--- src/rtl/controller_fsm_mc_if.sv ---
// Controller <-> datapath/memory bundle: memory handshake, flags and opcode in,
// datapath strobes and status out.
interface controller_fsm_mc_if #(
  parameter int unsigned OPCODE_W  = 4,
  parameter int unsigned SEL_ALU_W = 4
);
  logic                 MemReady;
  logic                 Resume;
  logic                 Z;
  logic                 C;
  logic [OPCODE_W-1:0]  Opcode;
  logic                 LoadIR;
  logic                 IncPC;
  logic                 SelPC;
  logic                 LoadPC;
  logic                 LoadReg;
  logic                 LoadAcc;
  logic [1:0]           SelAcc;
  logic [SEL_ALU_W-1:0] SelALU;
  logic                 Halted;
  logic                 Illegal;
  logic [1:0]           State;

  modport master (
    input  MemReady, Resume, Z, C, Opcode,
    output LoadIR, IncPC, SelPC, LoadPC, LoadReg, LoadAcc, SelAcc, SelALU,
           Halted, Illegal, State
  );

  modport slave (
    output MemReady, Resume, Z, C, Opcode,
    input  LoadIR, IncPC, SelPC, LoadPC, LoadReg, LoadAcc, SelAcc, SelALU,
           Halted, Illegal, State
  );
endinterface

--- src/rtl/controller_fsm_mc.sv ---
// Multi-cycle FETCH/DECODE/EXEC controller with memory-ready wait, HALT/resume
// and sticky illegal-opcode detection; strobes decode from latched opcode/flags.
module controller_fsm_mc #(
  parameter int unsigned OPCODE_W        = 4,
  parameter int unsigned SEL_ALU_W       = 4,
  parameter bit          HALT_ON_ILLEGAL = 1'b0
) (
  input  logic                CLK,
  input  logic                CLB,
  controller_fsm_mc_if.master bus
);

  typedef enum logic [1:0] {
    FETCH  = 2'b00,
    DECODE = 2'b01,
    EXEC   = 2'b10,
    HALT   = 2'b11
  } state_t;

  state_t              state;
  state_t              nextState;
  logic [OPCODE_W-1:0] opcodeL;
  logic                zL;
  logic                cL;
  logic                illegalQ;
  logic [3:0]          aluOp;
  logic                opIllegal;

  logic                 loadIR;
  logic                 incPC;
  logic                 selPC;
  logic                 loadPC;
  logic                 loadReg;
  logic                 loadAcc;
  logic [1:0]           selAcc;
  logic [SEL_ALU_W-1:0] selALU;

  assign aluOp     = opcodeL[3:0];
  assign opIllegal = (|(opcodeL >> 4)) || (aluOp == 4'b1001) || (aluOp == 4'b1110);

  // State register
  always_ff @(posedge CLK or posedge CLB) begin
    if (CLB) state <= FETCH;
    else     state <= nextState;
  end

  // Opcode/flag capture in DECODE; sticky illegal flag cleared only by resuming from HALT
  always_ff @(posedge CLK or posedge CLB) begin
    if (CLB) begin
      opcodeL  <= '0;
      zL       <= 1'b0;
      cL       <= 1'b0;
      illegalQ <= 1'b0;
    end else begin
      if (state == DECODE) begin
        opcodeL <= bus.Opcode;
        zL      <= bus.Z;
        cL      <= bus.C;
      end
      if (state == EXEC && opIllegal) illegalQ <= 1'b1;
      else if (state == HALT && bus.Resume) illegalQ <= 1'b0;
    end
  end

  // Next-state logic
  always_comb begin
    nextState = state;
    unique case (state)
      FETCH:  if (bus.MemReady) nextState = DECODE;
      DECODE: nextState = EXEC;
      EXEC: begin
        if (opIllegal)             nextState = HALT_ON_ILLEGAL ? HALT : FETCH;
        else if (aluOp == 4'b1111) nextState = HALT;
        else                       nextState = FETCH;
      end
      HALT:   if (bus.Resume) nextState = FETCH;
    endcase
  end

  // Strobe decode; everything is forced low while reset is asserted
  always_comb begin
    loadIR  = 1'b0;
    incPC   = 1'b0;
    selPC   = 1'b0;
    loadPC  = 1'b0;
    loadReg = 1'b0;
    loadAcc = 1'b0;
    selAcc  = 2'b00;
    selALU  = '0;
    if (!CLB) begin
      unique case (state)
        FETCH:  loadIR = bus.MemReady;
        DECODE: ;
        HALT:   ;
        EXEC: begin
          if (opIllegal) begin
            incPC = 1'b1;
          end else begin
            case (aluOp)
              4'b0001, 4'b0010, 4'b0011, 4'b1100, 4'b1011: begin
                loadAcc = 1'b1;
                selALU  = SEL_ALU_W'(aluOp);
                incPC   = 1'b1;
              end
              4'b0100: begin
                loadAcc = 1'b1;
                selAcc  = 2'b01;
                incPC   = 1'b1;
              end
              4'b0101: begin
                loadReg = 1'b1;
                incPC   = 1'b1;
              end
              4'b1101: begin
                loadAcc = 1'b1;
                selAcc  = 2'b10;
                incPC   = 1'b1;
              end
              4'b0110, 4'b0111: begin
                if (zL) begin
                  loadPC = 1'b1;
                  selPC  = aluOp[0];
                end else begin
                  incPC = 1'b1;
                end
              end
              4'b1000, 4'b1010: begin
                if (cL) begin
                  loadPC = 1'b1;
                  selPC  = aluOp[1];
                end else begin
                  incPC = 1'b1;
                end
              end
              default: incPC = 1'b1;
            endcase
          end
        end
      endcase
    end
  end

  assign bus.LoadIR  = loadIR;
  assign bus.IncPC   = incPC;
  assign bus.SelPC   = selPC;
  assign bus.LoadPC  = loadPC;
  assign bus.LoadReg = loadReg;
  assign bus.LoadAcc = loadAcc;
  assign bus.SelAcc  = selAcc;
  assign bus.SelALU  = selALU;
  assign bus.Halted  = (state == HALT);
  assign bus.Illegal = illegalQ;
  assign bus.State   = state;

endmodule

--- src/flat_wrapper.sv ---
// flat-port wrapper written by rule: the top's interface ports become plain ports
module controller_fsm_mc_flat 
#(
  parameter int unsigned OPCODE_W        = 4,
  parameter int unsigned SEL_ALU_W       = 4,
  parameter bit          HALT_ON_ILLEGAL = 1'b0
)
  (CLK, CLB, bus_MemReady, bus_Resume, bus_Z, bus_C, bus_Opcode, bus_LoadIR, bus_IncPC, bus_SelPC, bus_LoadPC, bus_LoadReg, bus_LoadAcc, bus_SelAcc, bus_SelALU, bus_Halted, bus_Illegal, bus_State);
  controller_fsm_mc_if #(.OPCODE_W(OPCODE_W), .SEL_ALU_W(SEL_ALU_W)) bus_i ();
  input  logic CLK;
  input  logic CLB;
  input wire logic [$bits(bus_i.MemReady)-1:0] bus_MemReady;
  input wire logic [$bits(bus_i.Resume)-1:0] bus_Resume;
  input wire logic [$bits(bus_i.Z)-1:0] bus_Z;
  input wire logic [$bits(bus_i.C)-1:0] bus_C;
  input wire logic [$bits(bus_i.Opcode)-1:0] bus_Opcode;
  output wire logic [$bits(bus_i.LoadIR)-1:0] bus_LoadIR;
  output wire logic [$bits(bus_i.IncPC)-1:0] bus_IncPC;
  output wire logic [$bits(bus_i.SelPC)-1:0] bus_SelPC;
  output wire logic [$bits(bus_i.LoadPC)-1:0] bus_LoadPC;
  output wire logic [$bits(bus_i.LoadReg)-1:0] bus_LoadReg;
  output wire logic [$bits(bus_i.LoadAcc)-1:0] bus_LoadAcc;
  output wire logic [$bits(bus_i.SelAcc)-1:0] bus_SelAcc;
  output wire logic [$bits(bus_i.SelALU)-1:0] bus_SelALU;
  output wire logic [$bits(bus_i.Halted)-1:0] bus_Halted;
  output wire logic [$bits(bus_i.Illegal)-1:0] bus_Illegal;
  output wire logic [$bits(bus_i.State)-1:0] bus_State;
  assign bus_i.MemReady = bus_MemReady;
  assign bus_i.Resume = bus_Resume;
  assign bus_i.Z = bus_Z;
  assign bus_i.C = bus_C;
  assign bus_i.Opcode = bus_Opcode;
  assign bus_LoadIR = bus_i.LoadIR;
  assign bus_IncPC = bus_i.IncPC;
  assign bus_SelPC = bus_i.SelPC;
  assign bus_LoadPC = bus_i.LoadPC;
  assign bus_LoadReg = bus_i.LoadReg;
  assign bus_LoadAcc = bus_i.LoadAcc;
  assign bus_SelAcc = bus_i.SelAcc;
  assign bus_SelALU = bus_i.SelALU;
  assign bus_Halted = bus_i.Halted;
  assign bus_Illegal = bus_i.Illegal;
  assign bus_State = bus_i.State;
  controller_fsm_mc #(.OPCODE_W(OPCODE_W), .SEL_ALU_W(SEL_ALU_W), .HALT_ON_ILLEGAL(HALT_ON_ILLEGAL)) u_core (.CLK(CLK), .CLB(CLB), .bus(bus_i));
endmodule
--- config.mk ---
export PLATFORM = sky130hd
export DESIGN_NAME = controller_fsm_mc_flat
export DESIGN_NICKNAME = d
export VERILOG_FILES = /design/src/rtl/controller_fsm_mc_if.sv /design/src/rtl/controller_fsm_mc.sv /design/src/flat_wrapper.sv
export SDC_FILE = /design/constraint.sdc
export NUM_CORES = 1
export LEC_CHECK = 0
export CORE_MARGIN = 2
export CORE_UTILIZATION = 40
export CTS_BUF_LIST = sky130_fd_sc_hd__clkbuf_16
export CTS_CLUSTER_DIAMETER = 120
export CTS_CLUSTER_SIZE = 40
export DETAILED_ROUTE_END_ITERATION = 7
export GPL_ROUTABILITY_DRIVEN = 0
export GPL_TIMING_DRIVEN = 0
export PLACE_DENSITY = 0.75
export SETUP_SLACK_MARGIN = 0.2
export SLEW_MARGIN = 20
export SYNTH_ARGS = -nofsm -noshare
export SYNTH_HDL_FRONTEND = slang
export SYNTH_SLANG_ARGS = --single-unit
--- constraint.sdc ---
create_clock -name CLK -period 1.4 [get_ports CLK]
set_input_delay 0.35 -clock CLK [delete_from_list [all_inputs] [get_ports CLK]]
set_output_delay 0.35 -clock CLK [all_outputs]
set_load 0.1 [all_outputs]
== Word level (Yosys, flattened, before mapping) ==
Index checks and enable logic that the tools add are counted.
Word-level totals
  register bits after elaboration: 9
  input port bits: 10
  output and inout port bits: 16
  word-level logic and storage cells: 78
Operators by class
  eq/ne operators: 20
  multiplexer cells: 43
  reductions and logical operators: 10
Operators by type and width (count)
  $eq 4x4->1 const B: 8
  $mux 1: 27
  $eq 4x3->1 const B: 4
  $mux 4: 4
  $mux 2: 7
  $eq 4x2->1 const B: 2
  $pmux 2 s4: 1
  $reduce_or 7->1: 1
  $pmux 1 s2: 3
  $reduce_or 5->1: 1
  $eq 2x2->1 const B: 2
  $eq 4x1->1 const B: 1
  $ne 2x2->1 const B: 2
  $pmux 2 s2: 1
  $reduce_or 2->1: 2
  $eq 2x1->1 const B: 1
  $logic_and 1x1->1: 2
  $logic_not 2->1: 1
  $reduce_and 2->1: 1
  $reduce_bool 2->1: 1
  $logic_or 1x1->1: 1

== Longest topological paths before layout ==
  depth in word-level cells: 6
  gate-level depth with buffers: 4
  gate-level depth less buffers: 3

== Least setup slack after synthesis ==
No wires, ideal clock.
  kind: register to output
  start point: reg u_core.state[1], in the netlist u_core.bus.State[1]
  end point: out bus_SelALU[0]
  arrival: 4440 ps
  required time: 1050 ps
  slack: -3390 ps
  stages on the path, launching flop included: 3
  path buffers: 0
  cell sequence: dfrtp_1 -> nand2_1 -> nor4b_1
On the way
  cells in the longest elaborated chain, start to end: 3
RTL lines
  start, declared: RTL line controller_fsm_mc.sv:20  | state_t state;
  start signal, assigned: RTL line controller_fsm_mc.sv:44  | else state <= nextState;
  $eq 2x2->1: RTL line controller_fsm_mc.sv:91  | unique case (state)
  $mux 4: RTL line controller_fsm_mc.sv:91
  $mux 4: RTL line controller_fsm_mc.sv:90  | if (!CLB) begin
  end, declared: RTL line flat_wrapper.sv:24  | output wire logic [$bits(bus_i.SelALU)-1:0] bus_SelALU;
Every way passes these cells.

== Final worst setup path ==
  start point: reg u_core.state[0], in the netlist u_core.bus.State[0]
  end point: out bus_LoadAcc
On the way
  cells in the longest elaborated chain, start to end: 3
RTL lines
  $eq 2x2->1: RTL line controller_fsm_mc.sv:91
  $mux 1: RTL line controller_fsm_mc.sv:91
  $mux 1: RTL line controller_fsm_mc.sv:90
  end, declared: RTL line flat_wrapper.sv:22  | output wire logic [$bits(bus_i.LoadAcc)-1:0] bus_LoadAcc;
Every way passes these cells.

==> impl_metrics.json <==
{
  "status": "finished with violations",
  "violations": "negative setup slack",
  "ys_warn_count": 0,
  "critPathLaunchType": "flop",
  "ir_drop_v": 0.002741,
  "p_comb_share_pct": 72.1,
  "yosys.area.top_type": "dfrtp_1",
  "clk_latency_ns": 0.24,
  "rrSetupSlack_ns": -0.38,
  "drv_slew": 0,
  "grt_use_total_pct": 25.17,
  "synth_top_area_share_pct": 35.29,
  "first_global_vias": 692,
  "cts_root_buffer": "clkbuf_16",
  "drcViolationCount": 0,
  "port_buffers": 25,
  "slowest_delay_ns": 0.51,
  "worstMarginPinSlew_ns": 0.3611,
  "async_flop_share_pct": 100.0,
  "p_int_mw": 2.027,
  "met2WireLength_mm": 1.663,
  "worst_setup_path_startpoint": "u_core.bus.State[0]",
  "end_kind": "output port",
  "swShare_pct": 49.34,
  "drive_above_1_share_pct": 67.57,
  "arrival_ns": 1.69,
  "antenna_found_initial": 0,
  "crit_type": "flop to output port",
  "vias": 737,
  "io_pins": 26,
  "start_util_pct": 42.36,
  "reg2reg_from": "u_core.bus.State[0]",
  "htree_levels": 1,
  "n_antenna_cell": 0,
  "post-route-worst-setup-slack_ns": -0.6445,
  "clock-sinks": 9,
  "firstDrtPassIters": 4,
  "holdWs_ns": 0.3329,
  "wl_mm": 3.073,
  "power_density_nw_per_um2": 2726,
  "rsz0062_at_grt": "yes",
  "seq_power_share_pct": 15.4,
  "coreArea_um2": 1506,
  "grt_overflow": 0,
  "cap_violations": 0,
  "cp_slowest_cell": "dfrtp_4",
  "fp-row-count": 14,
  "initialDrtViolationCount": 10,
  "relSlewSlack_pct": 75.74,
  "post-synth-top-count-cell": "dfrtp_1",
  "skew_ns": 0.004147,
  "synthFlopType": "dfrtp_1",
  "tns_ns": -8.260,
  "cp_cell_sequence": "nor2_4, nand2_4, a2111oi_4, buf_6",
  "synthToLayoutAreaGrowth_pct": 130.0,
  "synth_cells": 69,
  "worstHoldPathType": "input pin to async pin",
  "grt_max_degree": 11,
  "hold_viol_final": 0,
  "setup_viol": 22,
  "dieArea_um2": 1931,
  "p_switching_mw": 1.974,
  "yosys-top-cells-count": "9 x dfrtp_1, 7 x nand2_1, 6 x mux2_2",
  "cts_buffers": 3,
  "r2r_cells": 8,
  "timing.critical_path.fanout_max": 4,
  "synth.net_count": 79,
  "synth.distinct_cells": 29,
  "dieWidth_um": 43.94,
  "cts_tree": "built",
  "ys_ff_latch": 9,
  "via_per_inst": 5.803,
  "fin_nets": 122,
  "finalPower_mw": 4.000,
  "syn_area_um2": 638.1,
  "dr.max_layer_used": "met4",
  "synth_edf_count": 0,
  "clkPwrFrac_pct": 12.6,
  "seq_area_frac_synth_pct": 35.29,
  "finalCritPeriodShare_pct": 146.0,
  "die_h_um": 43.94,
  "clkTransAtPathRegs_ns": 0.04,
  "dp_hpwl_mm": 1.237,
  "grt_pass1_wl_mm": 3.498,
  "rr_endpoint": "u_core.aluOp[2]",
  "met1_length_mm": 1.194,
  "post-route-util_pct": 97.43,
  "required_ns": 1.05,
  "period_needed_ns": 2.044,
  "cts_buffer_depth": 2,
  "syn_area_per_cell_um2": 9.248,
  "route.met3.wl_um": 136,
  "wl_per_cell_um": 24.20,
  "p_leak_nw": 0.6064,
  "ant_nets": 0,
  "synthTopCellsByArea": "dfrtp_1 35%, mux2_2 11%, nor2b_1 4.9%",
  "max_freq_mhz": 489.1
}
-- cells in the final DEF, fill, tap and decap left out, types with 2 or more instances in the layout --
cell	count
mux2_4	5
nand3_1	3
o21ai_1	3
nor2_4	4
clkdlybuf4s50_1	8
nand2_1	4
clkbuf_16	3
inv_1	2
nor3_4	2
dfrtp_1	4
buf_6	9
nor2b_4	2
o21a_1	2
and3_4	2
nor2b_1	2
dfrtp_2	3
nand2_4	2
dfrtp_4	2
buf_12	14
buf_4	9
-- metrics by stage --
step	worst slack (ns)	std cells	instance area, um^2
3_5_place_dp	-1.642	110	1039
6_report	-0.6445	127	1468
2_1_floorplan	-0.9531	69	768.2
3_3_place_gp	-1.611	110	1039
5_1_grt	-0.6804	127	1468
4_1_cts	-0.5835	120	1345
-- critical path: cells and delay by family (launching register included) --
| kind | cells | cell delay (ns) |
|---|---|---|
| buf+inv | 1 | 0.28 |
| simple gates | 2 | 0.26 |
| flops | 1 | 0.51 |
| compound gates | 1 | 0.39 |
-- state kept, by name, summed over array words and instances (netlist names) --
name / flops
u_core.bus.State: 2
u_core.aluOp: 4
u_core.zL: 1
u_core.cL: 1
u_core.bus.Illegal: 1
-- area by class of cell --
| type | count | area, um^2 |
|---|---|---|
| flip-flops and latches | 9 | 236.5 |
| inverters | 3 | 20.02 |
| clock inverters | 1 | 3.754 |
| multi-input cells | 53 | 559.3 |
| fillers | 21 | 38.79 |
| plain buffers | 4 | 45.04 |
| clock buffers | 3 | 75.07 |
| well taps | 16 | 20.02 |
| repair buffers | 38 | 508.0 |
-- metal layers --
metal / vias up / global-route usage (%)
met3: 11 / 3.750
met5: - / 0
met4: 0 / 7.273
li1: 327 / -
met1: 364 / 30.73
met2: 35 / 45.29
-- power groups by stage --
stage	clock, mW	combinational [mW]	sequential, mW
final	0.502	2.88	0.615
after global routing	0.520	2.96	0.623
after CTS	0.499	2.36	0.577
after detailed placement	0	1.89	0.592
after global placement	0	1.87	0.583
after floorplan	0	1.26	0.856
-- worst max path at each step --
stage                               end  slack (ns)  cells past startpoint
after floorplan           bus_SelALU[0]       -0.95                      3
after CTS                 bus_SelAcc[0]       -0.58                      4
after global placement    bus_SelAcc[0]       -1.61                      5
final                       bus_LoadAcc       -0.64                      4
after detailed placement  bus_SelAcc[0]       -1.64                      5
after global routing      bus_SelAcc[0]       -0.68                      4
-- repair_timing --
item,in CTS,in global routing
buffers inserted,6,7
setup endpoints to repair,22,24
resized for setup,152,25
pin swaps,4,6
hold buffers,0,0
-- kinds of logic (layout without fill, tap and decap cells) --
kind of cell | after synthesis | after routing | share of synthesized area, %
AO/OA/AOI/OAI | 11 | 11 | 11.57
buffers and inverters | 7 | 49 | 6.077
flip-flops | 9 | 9 | 35.29
multiplexers | 8 | 8 | 13.72
AND/OR/NAND/NOR | 34 | 34 | 33.34
Power figures use the tool's default switching activity.
